$ cat src/rtl/noc_pkg.sv
// Shared definitions for the NoC packet decoder: flit type codes, the
// spike packet class, per-VC context states and field-offset helpers.
package noc_pkg;

  localparam logic [1:0] HDR  = 2'b10;
  localparam logic [1:0] BODY = 2'b00;
  localparam logic [1:0] TAIL = 2'b01;

  localparam logic [2:0]  PCLASS_SPIKE = 3'd0;
  localparam int unsigned PCLASS_W     = 3;

  typedef enum logic {
    CTX_IDLE = 1'b0,
    CTX_OPEN = 1'b1
  } ctx_state_e;

  // Field offsets, LSB first: data | sub[2] | para[2] | nid | kind | vc | type[2]
  function automatic int unsigned sub_lsb(input int unsigned data_w);
    return data_w;
  endfunction

  function automatic int unsigned para_lsb(input int unsigned data_w);
    return data_w + 2;
  endfunction

  function automatic int unsigned nid_lsb(input int unsigned data_w);
    return data_w + 4;
  endfunction

  function automatic int unsigned kind_lsb(input int unsigned nid_w, input int unsigned data_w);
    return nid_w + data_w + 4;
  endfunction

  function automatic int unsigned vc_lsb(input int unsigned kind_w, input int unsigned nid_w,
                                         input int unsigned data_w);
    return kind_w + nid_w + data_w + 4;
  endfunction

  function automatic int unsigned type_lsb(input int unsigned vc_w, input int unsigned kind_w,
                                           input int unsigned nid_w, input int unsigned data_w);
    return vc_w + kind_w + nid_w + data_w + 4;
  endfunction

  function automatic int unsigned flit_width(input int unsigned vc_w, input int unsigned kind_w,
                                             input int unsigned nid_w, input int unsigned data_w);
    return type_lsb(vc_w, kind_w, nid_w, data_w) + 2;
  endfunction

endpackage

$ cat src/rtl/noc_packet_decoder_mc_vc_context.sv
// One virtual-channel reassembly context: open flag plus the packet class
// latched from the header, with the open/close and protocol-error decisions.
module vc_context
  import noc_pkg::*;
(
  input  logic       i_clk,
  input  logic       i_rst_n,
  input  logic       i_sel,
  input  logic [1:0] i_type,
  input  logic [2:0] i_pclass,
  output logic       o_open,
  output logic [2:0] o_pclass,
  output logic       o_event,
  output logic       o_err
);

  ctx_state_e r_state;
  logic [2:0] r_pclass;
  logic       w_is_hdr;
  logic       w_is_data;

  // Classify the flit routed to this context and decide event / error
  always_comb begin
    w_is_hdr  = (i_type == HDR);
    w_is_data = (i_type == BODY) || (i_type == TAIL);
    o_event   = i_sel && w_is_data && (r_state == CTX_OPEN);
    o_err     = i_sel && ((w_is_hdr && (r_state == CTX_OPEN)) ||
                          (w_is_data && (r_state == CTX_IDLE)));
  end

  // Context state: a header (re)opens and latches pclass, a tail closes
  always_ff @(posedge i_clk or negedge i_rst_n) begin
    if (!i_rst_n) begin
      r_state  <= CTX_IDLE;
      r_pclass <= '0;
    end else if (i_sel && w_is_hdr) begin
      r_state  <= CTX_OPEN;
      r_pclass <= i_pclass;
    end else if (o_event && (i_type == TAIL)) begin
      r_state  <= CTX_IDLE;
    end
  end

  assign o_open   = (r_state == CTX_OPEN);
  assign o_pclass = r_pclass;

endmodule

$ cat src/rtl/noc_packet_decoder_mc.sv
// Multi-VC neuron-side packet decoder: reassembles header/body/tail flits per
// virtual channel and emits one spike or write event per body/tail flit.
module noc_packet_decoder_mc
  import noc_pkg::*;
#(
  parameter int unsigned NUM_VC = 4,
  parameter int unsigned VC_W   = 4,
  parameter int unsigned KIND_W = 4,
  parameter int unsigned NID_W  = 8,
  parameter int unsigned DATA_W = 16,
  parameter int unsigned FLIT_W = 2 + VC_W + KIND_W + NID_W + 4 + DATA_W
) (
  input  logic              neuron_clk,
  input  logic              neuron_rst_n,
  input  logic              flit_valid,
  output logic              flit_ready,
  input  logic [FLIT_W-1:0] flit_data,
  output logic              ev_valid,
  input  logic              ev_ready,
  output logic              ev_is_spike,
  output logic [2:0]        ev_pclass,
  output logic [KIND_W-1:0] ev_kind,
  output logic [NID_W-1:0]  ev_nid,
  output logic [1:0]        ev_para,
  output logic [1:0]        ev_sub,
  output logic [DATA_W-1:0] ev_data,
  output logic              ev_last,
  output logic [NUM_VC-1:0] vc_open,
  output logic              err_pulse,
  output logic [7:0]        err_cnt
);

  localparam int unsigned SUB_LSB  = sub_lsb(DATA_W);
  localparam int unsigned PARA_LSB = para_lsb(DATA_W);
  localparam int unsigned NID_LSB  = nid_lsb(DATA_W);
  localparam int unsigned KIND_LSB = kind_lsb(NID_W, DATA_W);
  localparam int unsigned VC_LSB   = vc_lsb(KIND_W, NID_W, DATA_W);
  localparam int unsigned TYPE_LSB = type_lsb(VC_W, KIND_W, NID_W, DATA_W);

  if (FLIT_W != flit_width(VC_W, KIND_W, NID_W, DATA_W)) begin : g_bad_flit_w
    $error("noc_packet_decoder_mc: FLIT_W does not match the field widths");
  end

  logic [1:0]        w_type;
  logic [VC_W-1:0]   w_vc;
  logic [2:0]        w_hdr_pclass;
  logic              w_accept;
  logic              w_vc_ok;
  logic              w_illegal;
  logic              w_ev;
  logic              w_err;
  logic [NUM_VC-1:0] w_sel;
  logic [NUM_VC-1:0] w_ctx_ev;
  logic [NUM_VC-1:0] w_ctx_err;
  logic [2:0]        w_ctx_pclass [NUM_VC];
  logic [2:0]        w_ev_pclass;

  logic              r_ev_valid;
  logic              r_ev_is_spike;
  logic [2:0]        r_ev_pclass;
  logic [KIND_W-1:0] r_ev_kind;
  logic [NID_W-1:0]  r_ev_nid;
  logic [1:0]        r_ev_para;
  logic [1:0]        r_ev_sub;
  logic [DATA_W-1:0] r_ev_data;
  logic              r_ev_last;
  logic              r_err_pulse;
  logic [7:0]        r_err_cnt;

  // Accept whenever the event slot is empty or being drained this cycle
  assign flit_ready = !r_ev_valid || ev_ready;

  // Decode the flit, steer it to its context and gather event / error status
  always_comb begin
    w_type       = flit_data[TYPE_LSB +: 2];
    w_vc         = flit_data[VC_LSB +: VC_W];
    w_hdr_pclass = flit_data[VC_LSB-1 -: PCLASS_W];
    w_accept     = flit_valid && flit_ready;
    w_vc_ok      = (32'(w_vc) < NUM_VC);
    w_illegal    = (w_type == 2'b11);
    w_sel        = '0;
    w_ev_pclass  = '0;
    for (int unsigned i = 0; i < NUM_VC; i++) begin
      if (w_vc == VC_W'(i)) begin
        w_sel[i]    = w_accept && w_vc_ok && !w_illegal;
        w_ev_pclass = w_ctx_pclass[i];
      end
    end
    w_ev  = |w_ctx_ev;
    w_err = w_accept && (w_illegal || !w_vc_ok || (|w_ctx_err));
  end

  for (genvar g = 0; g < NUM_VC; g++) begin : g_ctx
    vc_context u_ctx (
      .i_clk    (neuron_clk),
      .i_rst_n  (neuron_rst_n),
      .i_sel    (w_sel[g]),
      .i_type   (w_type),
      .i_pclass (w_hdr_pclass),
      .o_open   (vc_open[g]),
      .o_pclass (w_ctx_pclass[g]),
      .o_event  (w_ctx_ev[g]),
      .o_err    (w_ctx_err[g])
    );
  end

  // Event register: reload on a new body/tail, otherwise drain on ev_ready
  always_ff @(posedge neuron_clk or negedge neuron_rst_n) begin
    if (!neuron_rst_n) begin
      r_ev_valid    <= 1'b0;
      r_ev_is_spike <= 1'b0;
      r_ev_pclass   <= '0;
      r_ev_kind     <= '0;
      r_ev_nid      <= '0;
      r_ev_para     <= '0;
      r_ev_sub      <= '0;
      r_ev_data     <= '0;
      r_ev_last     <= 1'b0;
    end else if (w_ev) begin
      r_ev_valid    <= 1'b1;
      r_ev_is_spike <= (w_ev_pclass == PCLASS_SPIKE);
      r_ev_pclass   <= w_ev_pclass;
      r_ev_kind     <= flit_data[KIND_LSB +: KIND_W];
      r_ev_nid      <= flit_data[NID_LSB +: NID_W];
      r_ev_para     <= flit_data[PARA_LSB +: 2];
      r_ev_sub      <= flit_data[SUB_LSB +: 2];
      r_ev_data     <= flit_data[DATA_W-1:0];
      r_ev_last     <= (w_type == TAIL);
    end else if (ev_ready) begin
      r_ev_valid    <= 1'b0;
    end
  end

  // Error pulse and saturating drop counter
  always_ff @(posedge neuron_clk or negedge neuron_rst_n) begin
    if (!neuron_rst_n) begin
      r_err_pulse <= 1'b0;
      r_err_cnt   <= '0;
    end else begin
      r_err_pulse <= w_err;
      if (w_err && (r_err_cnt != '1)) begin
        r_err_cnt <= r_err_cnt + 8'd1;
      end
    end
  end

  assign ev_valid    = r_ev_valid;
  assign ev_is_spike = r_ev_is_spike;
  assign ev_pclass   = r_ev_pclass;
  assign ev_kind     = r_ev_kind;
  assign ev_nid      = r_ev_nid;
  assign ev_para     = r_ev_para;
  assign ev_sub      = r_ev_sub;
  assign ev_data     = r_ev_data;
  assign ev_last     = r_ev_last;
  assign err_pulse   = r_err_pulse;
  assign err_cnt     = r_err_cnt;

endmodule

$ cat config.mk
export PLATFORM = sky130hd
export DESIGN_NAME = noc_packet_decoder_mc
export DESIGN_NICKNAME = d
export VERILOG_FILES = /design/src/rtl/noc_pkg.sv /design/src/rtl/noc_packet_decoder_mc_vc_context.sv /design/src/rtl/noc_packet_decoder_mc.sv
export SDC_FILE = /design/constraint.sdc
export NUM_CORES = 1
export LEC_CHECK = 0
export CORE_MARGIN = 2
export CORE_UTILIZATION = 46
export CTS_CLUSTER_DIAMETER = 100
export DETAILED_ROUTE_END_ITERATION = 8
export GPL_TIMING_DRIVEN = 0
export PLACE_DENSITY = 0.8
export SKIP_LAST_GASP = 1
export SYNTH_ARGS = -nofsm -noshare
export SYNTH_HDL_FRONTEND = slang
export SYNTH_SLANG_ARGS = --single-unit
$ cat constraint.sdc
create_clock -name neuron_clk -period 2.05 [get_ports neuron_clk]
set_clock_uncertainty 0.05 [all_clocks]
set_input_delay 0.205 -clock neuron_clk [delete_from_list [all_inputs] [get_ports neuron_clk]]
set_output_delay 0.205 -clock neuron_clk [all_outputs]
set_load 0.005 [all_outputs]
# After elaboration in Yosys (flattened, before gate mapping)
# Cells that the tools add are included.
# classes
n_addsub,1
multipliers,0
div_mod_pow,0
n_lt_le_gt_ge,1
eq_ne,7
shift,0
muxes,18
n_bitwise,4
n_reduce_logical,54
# op_table
operator,count
$logic_and A1 B1 Y1,33
$mux W1,14
$mux W3,4
$reduce_bool A2 Y1,5
$add A8 B1 Y8 const B,1
$eq A4 B2 Y1 const B,2
$logic_or A1 B1 Y1,8
$ne A8 B8 Y1 const B,1
$reduce_or A4 Y1,2
$eq A2 B2 Y1 const B,2
$eq A4 B1 Y1 const B,1
$logic_not A4 Y1,1
$lt A4 B3 Y1 const B,1
$not A1 Y1,4
$logic_not A1 Y1,3
$logic_not A3 Y1,1
$eq A2 B1 Y1 const B,1
$logic_not A2 Y1,1
# word_totals
register_bits,63
latch_bits,0
ramBits,0
rom_bits,0
input_bits,42
out_inout_bits,52
word_cells,104
n_memories,0

# Depth between registers and ports, before layout
# depth
word_depth,11
mapped_depth,8
depth_no_buf,5

# Cells and area by module
# From an unflattened synthesis, not the netlist that was laid out.
# unflattened
cells_unflattened,208
area_unflattened_um2,2856.5
# by_module_without_submodules
module,n_inst,cells_per_inst,area_per_inst_um2,seq_area_each_um2
noc_packet_decoder_mc,1,144,2000.7,1176.1
vc_context,4,16,214.0,100.1

# Worst setup path after synthesis
# OpenSTA, ideal clock, no wires.
# synth_path
path_type,flip-flop to flip-flop
start,register g_ctx[2].u_ctx.r_state
end,"register r_err_cnt[6], in the netlist err_cnt[6]"
setup_ps,128
t_arrival_ps,1579
required_time_ps,1872
setup_slack_ps,294
path_stages_with_launch,6
path_buffers,0
synth_period_minus_slack_ps,1756
path_cell_list,dfrtp_1 -> mux2i_1 -> mux2i_1 -> a221oi_4 -> nor4_2 -> mux2_1
# synth_via
elab_chain_cells,8
word_cells_on_any_way,9
cone_classes,1 x bitwise; 8 x reduce/logical
# synth_rtl
item,line_no,rtl
"start, declared",noc_packet_decoder_mc_vc_context.sv:17,ctx_state_e r_state;
"start signal, assigned",noc_packet_decoder_mc_vc_context.sv:34,r_state <= CTX_IDLE;
"start signal, assigned",noc_packet_decoder_mc_vc_context.sv:37,r_state <= CTX_OPEN;
"start signal, assigned",noc_packet_decoder_mc_vc_context.sv:40,r_state <= CTX_IDLE;
$not A1 Y1,noc_packet_decoder_mc_vc_context.sv:28,(w_is_data && (r_state == CTX_IDLE)));
$logic_and A1 B1 Y1,noc_packet_decoder_mc_vc_context.sv:28,
$logic_or A1 B1 Y1 (*),noc_packet_decoder_mc_vc_context.sv:27,o_err = i_sel && ((w_is_hdr && (r_state == CTX_OPEN)) ||
$logic_and A1 B1 Y1 (*),noc_packet_decoder_mc_vc_context.sv:27,
$reduce_or A4 Y1 (*),noc_packet_decoder_mc.sv:90,w_err = w_accept && (w_illegal || !w_vc_ok || (|w_ctx_err));
$logic_or A1 B1 Y1 (*),noc_packet_decoder_mc.sv:90,
$logic_and A1 B1 Y1 (*),noc_packet_decoder_mc.sv:90,
$logic_and A1 B1 Y1 (*),noc_packet_decoder_mc.sv:141,if (w_err && (r_err_cnt != '1)) begin
"end signal, assigned",noc_packet_decoder_mc.sv:142,r_err_cnt <= r_err_cnt + 8'd1;
"end, declared",noc_packet_decoder_mc.sv:68,logic [7:0] r_err_cnt;
# Every way passes the cells marked *; elsewhere a longest branch is shown, timed or not.
# A chain may end at the register's enable or synchronous reset.

# Final worst setup path
# layout_path
start,input flit_data[36]
end,"register r_err_cnt[1], in the netlist err_cnt[1]"
# layout_via
elab_chain_cells,9
word_cells_on_any_way,32
cone_classes,3 x eq/ne; 4 x mux; 25 x reduce/logical
# layout_rtl
item,line_no,rtl
"start, declared",noc_packet_decoder_mc.sv:17,"input logic [FLIT_W-1:0] flit_data,"
"$eq A2 B2 Y1, or another cell as far along",noc_packet_decoder_mc.sv:80,w_illegal = (w_type == 2'b11);
$logic_not A1 Y1 or $logic_or A1 B1 Y1 (tied branches),"noc_packet_decoder_mc.sv:85, noc_packet_decoder_mc_vc_context.sv:25",
"$logic_and A1 B1 Y1, on equally long branches","noc_packet_decoder_mc.sv:85, noc_packet_decoder_mc_vc_context.sv:28",
$mux W1 or $logic_or A1 B1 Y1 (tied branches),"noc_packet_decoder_mc.sv:84, noc_packet_decoder_mc_vc_context.sv:27",
$logic_and A1 B1 Y1,noc_packet_decoder_mc_vc_context.sv:27,
$reduce_or A4 Y1,noc_packet_decoder_mc.sv:90,
$logic_or A1 B1 Y1 (*),noc_packet_decoder_mc.sv:90,
$logic_and A1 B1 Y1 (*),noc_packet_decoder_mc.sv:90,
$logic_and A1 B1 Y1 (*),noc_packet_decoder_mc.sv:141,
# Marked as above.

==> metrics.txt <==
outcome=completed; Worst slew margin=59.7%; clk root buf=clkbuf_8; Post-Syn Area=0.00288 sq mm; WS Path Type=in2reg; area grow syn2layout=45.0%; Static Leak=1.78 nW; routed vias=around 2100; Global Route Usage Sum=19.2%; antenna violations before repair=0; post-route cell area=0.00417 sq mm; YS warnings=0; Post-Place Cell Area=between 0.003 and 0.004 sq mm; routed wire length=~6.3 mm; hpwl dp=4.69 mm; layout cell share with drive strength beyond 1=between 20% and 30%; pre-CTS setup slack=-0.384 ns; Setup crit end kind=register; DR DRC count=0; final period utilization=96.9%; Hold Path Class=in2async; RSZ-0062 raised after global routing=true; Worst IR Drop VDD=about 0.00063 V; met2 Usage GRT=28.9%; vias in the first global route=2109; M1 GR Usage=26.7%; fin crit period=roughly 2 ns; H-tree levels=3; crit path max fanout=8; Power Dens Cells=916 mW/mm^2; fin. max-slew vios=0; Iter 0 DRT Violations=86; CTS tree=built; Worst-Skew Late Latency=around 0.33 ns; max frequency=503 MHz; R2R Path Start=ev_valid; CTS buffer count=9; hold_ws=0.364 ns; initial core utilization=48.0%; TritonCTS Sinks=63; max_cap viols=0; routability cong.=0.851; antenna diode count=0; CTS clk-pin slew, worst paths=0.06 ns; endpoints failing setup=0; setup slack, reg-to-reg=approximately 0.12 ns; Crit path required time=2.22 ns; first-pass GRT wire length=10.4 mm; Site Rows=28; Yosys cell types=43; die area=0.00690 sq mm; First-pass DRT Iterations=4; GRT Max-Usage Layer=met2; Die X=83.1 um; register area share after synthesis=54.8%; antenna-violating nets left=0; Post-Layout Cell Count=between 400 and 500; routed vias/inst=5.23; met3 Use GR=under 10%; # port buffers=93; final hold vios=0; Post-Place Cells=385; die span in y=83.1 um; total power=between 3 and 4 mW; Worst Max-Slew Pin Slew=roughly 0.6 ns; Core ar.=roughly 0.0060 sq mm; maximum buffer depth of the clock tree=2; final worst slack=0.0634 ns; global route overflow=0; Mapped Nets=259; Worst setup SP type=input pin; cells after synthesis=216; pin count of the biggest net entering global routing=38; CP startpoint=flit_data[36]; Boundary Pins=between 90 and 100; drt wl/cell=about 16 um; CP arrival=2.15 ns; Synth Register Bits=63; Mean Syn Cell Area=13.3 sq um; nets=369
==> cells by family after synthesis <==
kind of cell,after synthesis,synth area share [%]
xor+xnor,7,2.13
buf+inv,18,4.09
simple gates,53,10.8
mux,55,22.6
fa+ha+maj,1,0.435
compound gates,19,5.17
flops,63,54.8
==> path summary, 6_finish.rpt <==
path                                              end  cells after the start
setup / recovery                           err_cnt[1]                      6
hold / removal                             ev_data[0]                      2
setup reg to reg           g_ctx[3].u_ctx.o_pclass[0]                      7
hold reg to reg                               ev_last                      2
max in group asynchronous  g_ctx[0].u_ctx.o_pclass[0]                      3
min in group neuron_clk                   ev_data[13]                      2
==> critical path: stages <==
cell             delay [ns]
clkdlybuf4s50_1        0.57
a211oi_2               0.32
a21bo_2                0.27
a221oi_4               0.35
nor3_2                 0.12
mux2_4                 0.31
==> where the power goes <==
| part | internal (mW) | total [mW] | switching, mW |
|---|---|---|---|
| sequential | 1.53 | 1.73 | 0.195 |
| clock | 0.565 | 1.02 | 0.452 |
| combinational | 0.738 | 1.08 | 0.344 |
| total | 2.83 | 3.82 | 0.991 |
==> cells in the mapped netlist <==
cell,number,area [sq um]
o31ai_1,1,7.51
xor2_1,6,52.6
inv_1,4,15.0
o41ai_1,1,8.76
clkbuf_1,1,3.75
nand2_1,10,37.5
nor3_2,1,10.0
nand2b_1,5,31.3
xnor2_1,1,8.76
a211oi_2,1,12.5
buf_2,4,20.0
and2_1,2,12.5
mux2i_1,6,60.1
o21a_1,1,7.51
nor3_1,6,30.0
a21bo_2,1,10.0
ha_1,1,12.5
mux4_2,3,67.6
nor2_1,6,22.5
nand3_1,6,30.0
o21ai_0,8,40.0
nor4_4,1,21.3
o311ai_1,1,8.76
mux2_2,26,293
buf_6,3,33.8
buf_4,6,45.0
nor2b_2,1,8.76
nor3b_1,1,7.51
a21oi_1,1,5.00
a41oi_1,1,8.76
a22oi_1,1,7.51
dfrtp_1,63,1580
mux2_1,19,214
nor4_2,1,12.5
nor4_1,2,12.5
and4_1,1,8.76
nor2b_1,1,6.26
o22ai_1,1,6.26
nand4b_1,1,8.76
and2b_1,1,7.51
mux2_4,1,15.0
nand4_1,7,43.8
a221oi_4,1,26.3
==> flip-flops by register name, indices dropped and copies added (netlist names), 3 cells and up <==
name and cells:
ev_pclass 3, ev_kind 4, g_ctx.u_ctx.o_pclass 12, ev_data 16, ev_nid 8, err_cnt 8
g_ctx.u_ctx.o_open 4
==> layout make-up <==
cell class              instances  area [sq um]
plain buffers                  14           109
clock buffers                  13           179
clock inverters                 3          15.0
fillers                       423          1820
inverters                       4          15.0
multi-input cells             135          1200
flip-flops and latches         63          1580
well taps                      75          93.8
repair buffers                 99           985
==> layout by cell type (no fill, tap or decap), types with 6 or more instances in the layout <==
cell	Yosys	layout
clkdlybuf4s50_1	0	91
xor2_1	6	6
nand2_1	10	10
buf_4	6	9
o21ai_0	8	8
mux2_2	26	26
nand3_1	6	6
mux2_1	19	19
nand4_1	7	7
clkbuf_8	0	13
dfrtp_1	63	63
==> metrics by stage <==
stage          setup TNS, ns  utilization [%]
6_report                   0             69.7
4_1_cts                    0             68.8
3_5_place_dp           -9.98             65.4
3_3_place_gp          -90.19             65.1
2_1_floorplan              0                -
5_1_grt              -0.0121             69.7
==> routing by layer <==
layer | part of all wire, % | vias to the layer above
met5 | 0 | -
met3 | 5.9 | 4
met2 | 45 | 80
met1 | 49 | 1038
met4 | 0.57 | 0
li1 | - | 1003
==> what timing repair did <==
action                     in CTS  in global routing
gates resized for setup         1                  7
hold buffers                    1                  0
hold endpoints to repair       26                  0
setup endpoints to repair       1                 12
pin swaps                       0                  1
buffers inserted                0                  4
Note: power is estimated with default switching activity, not from simulation.
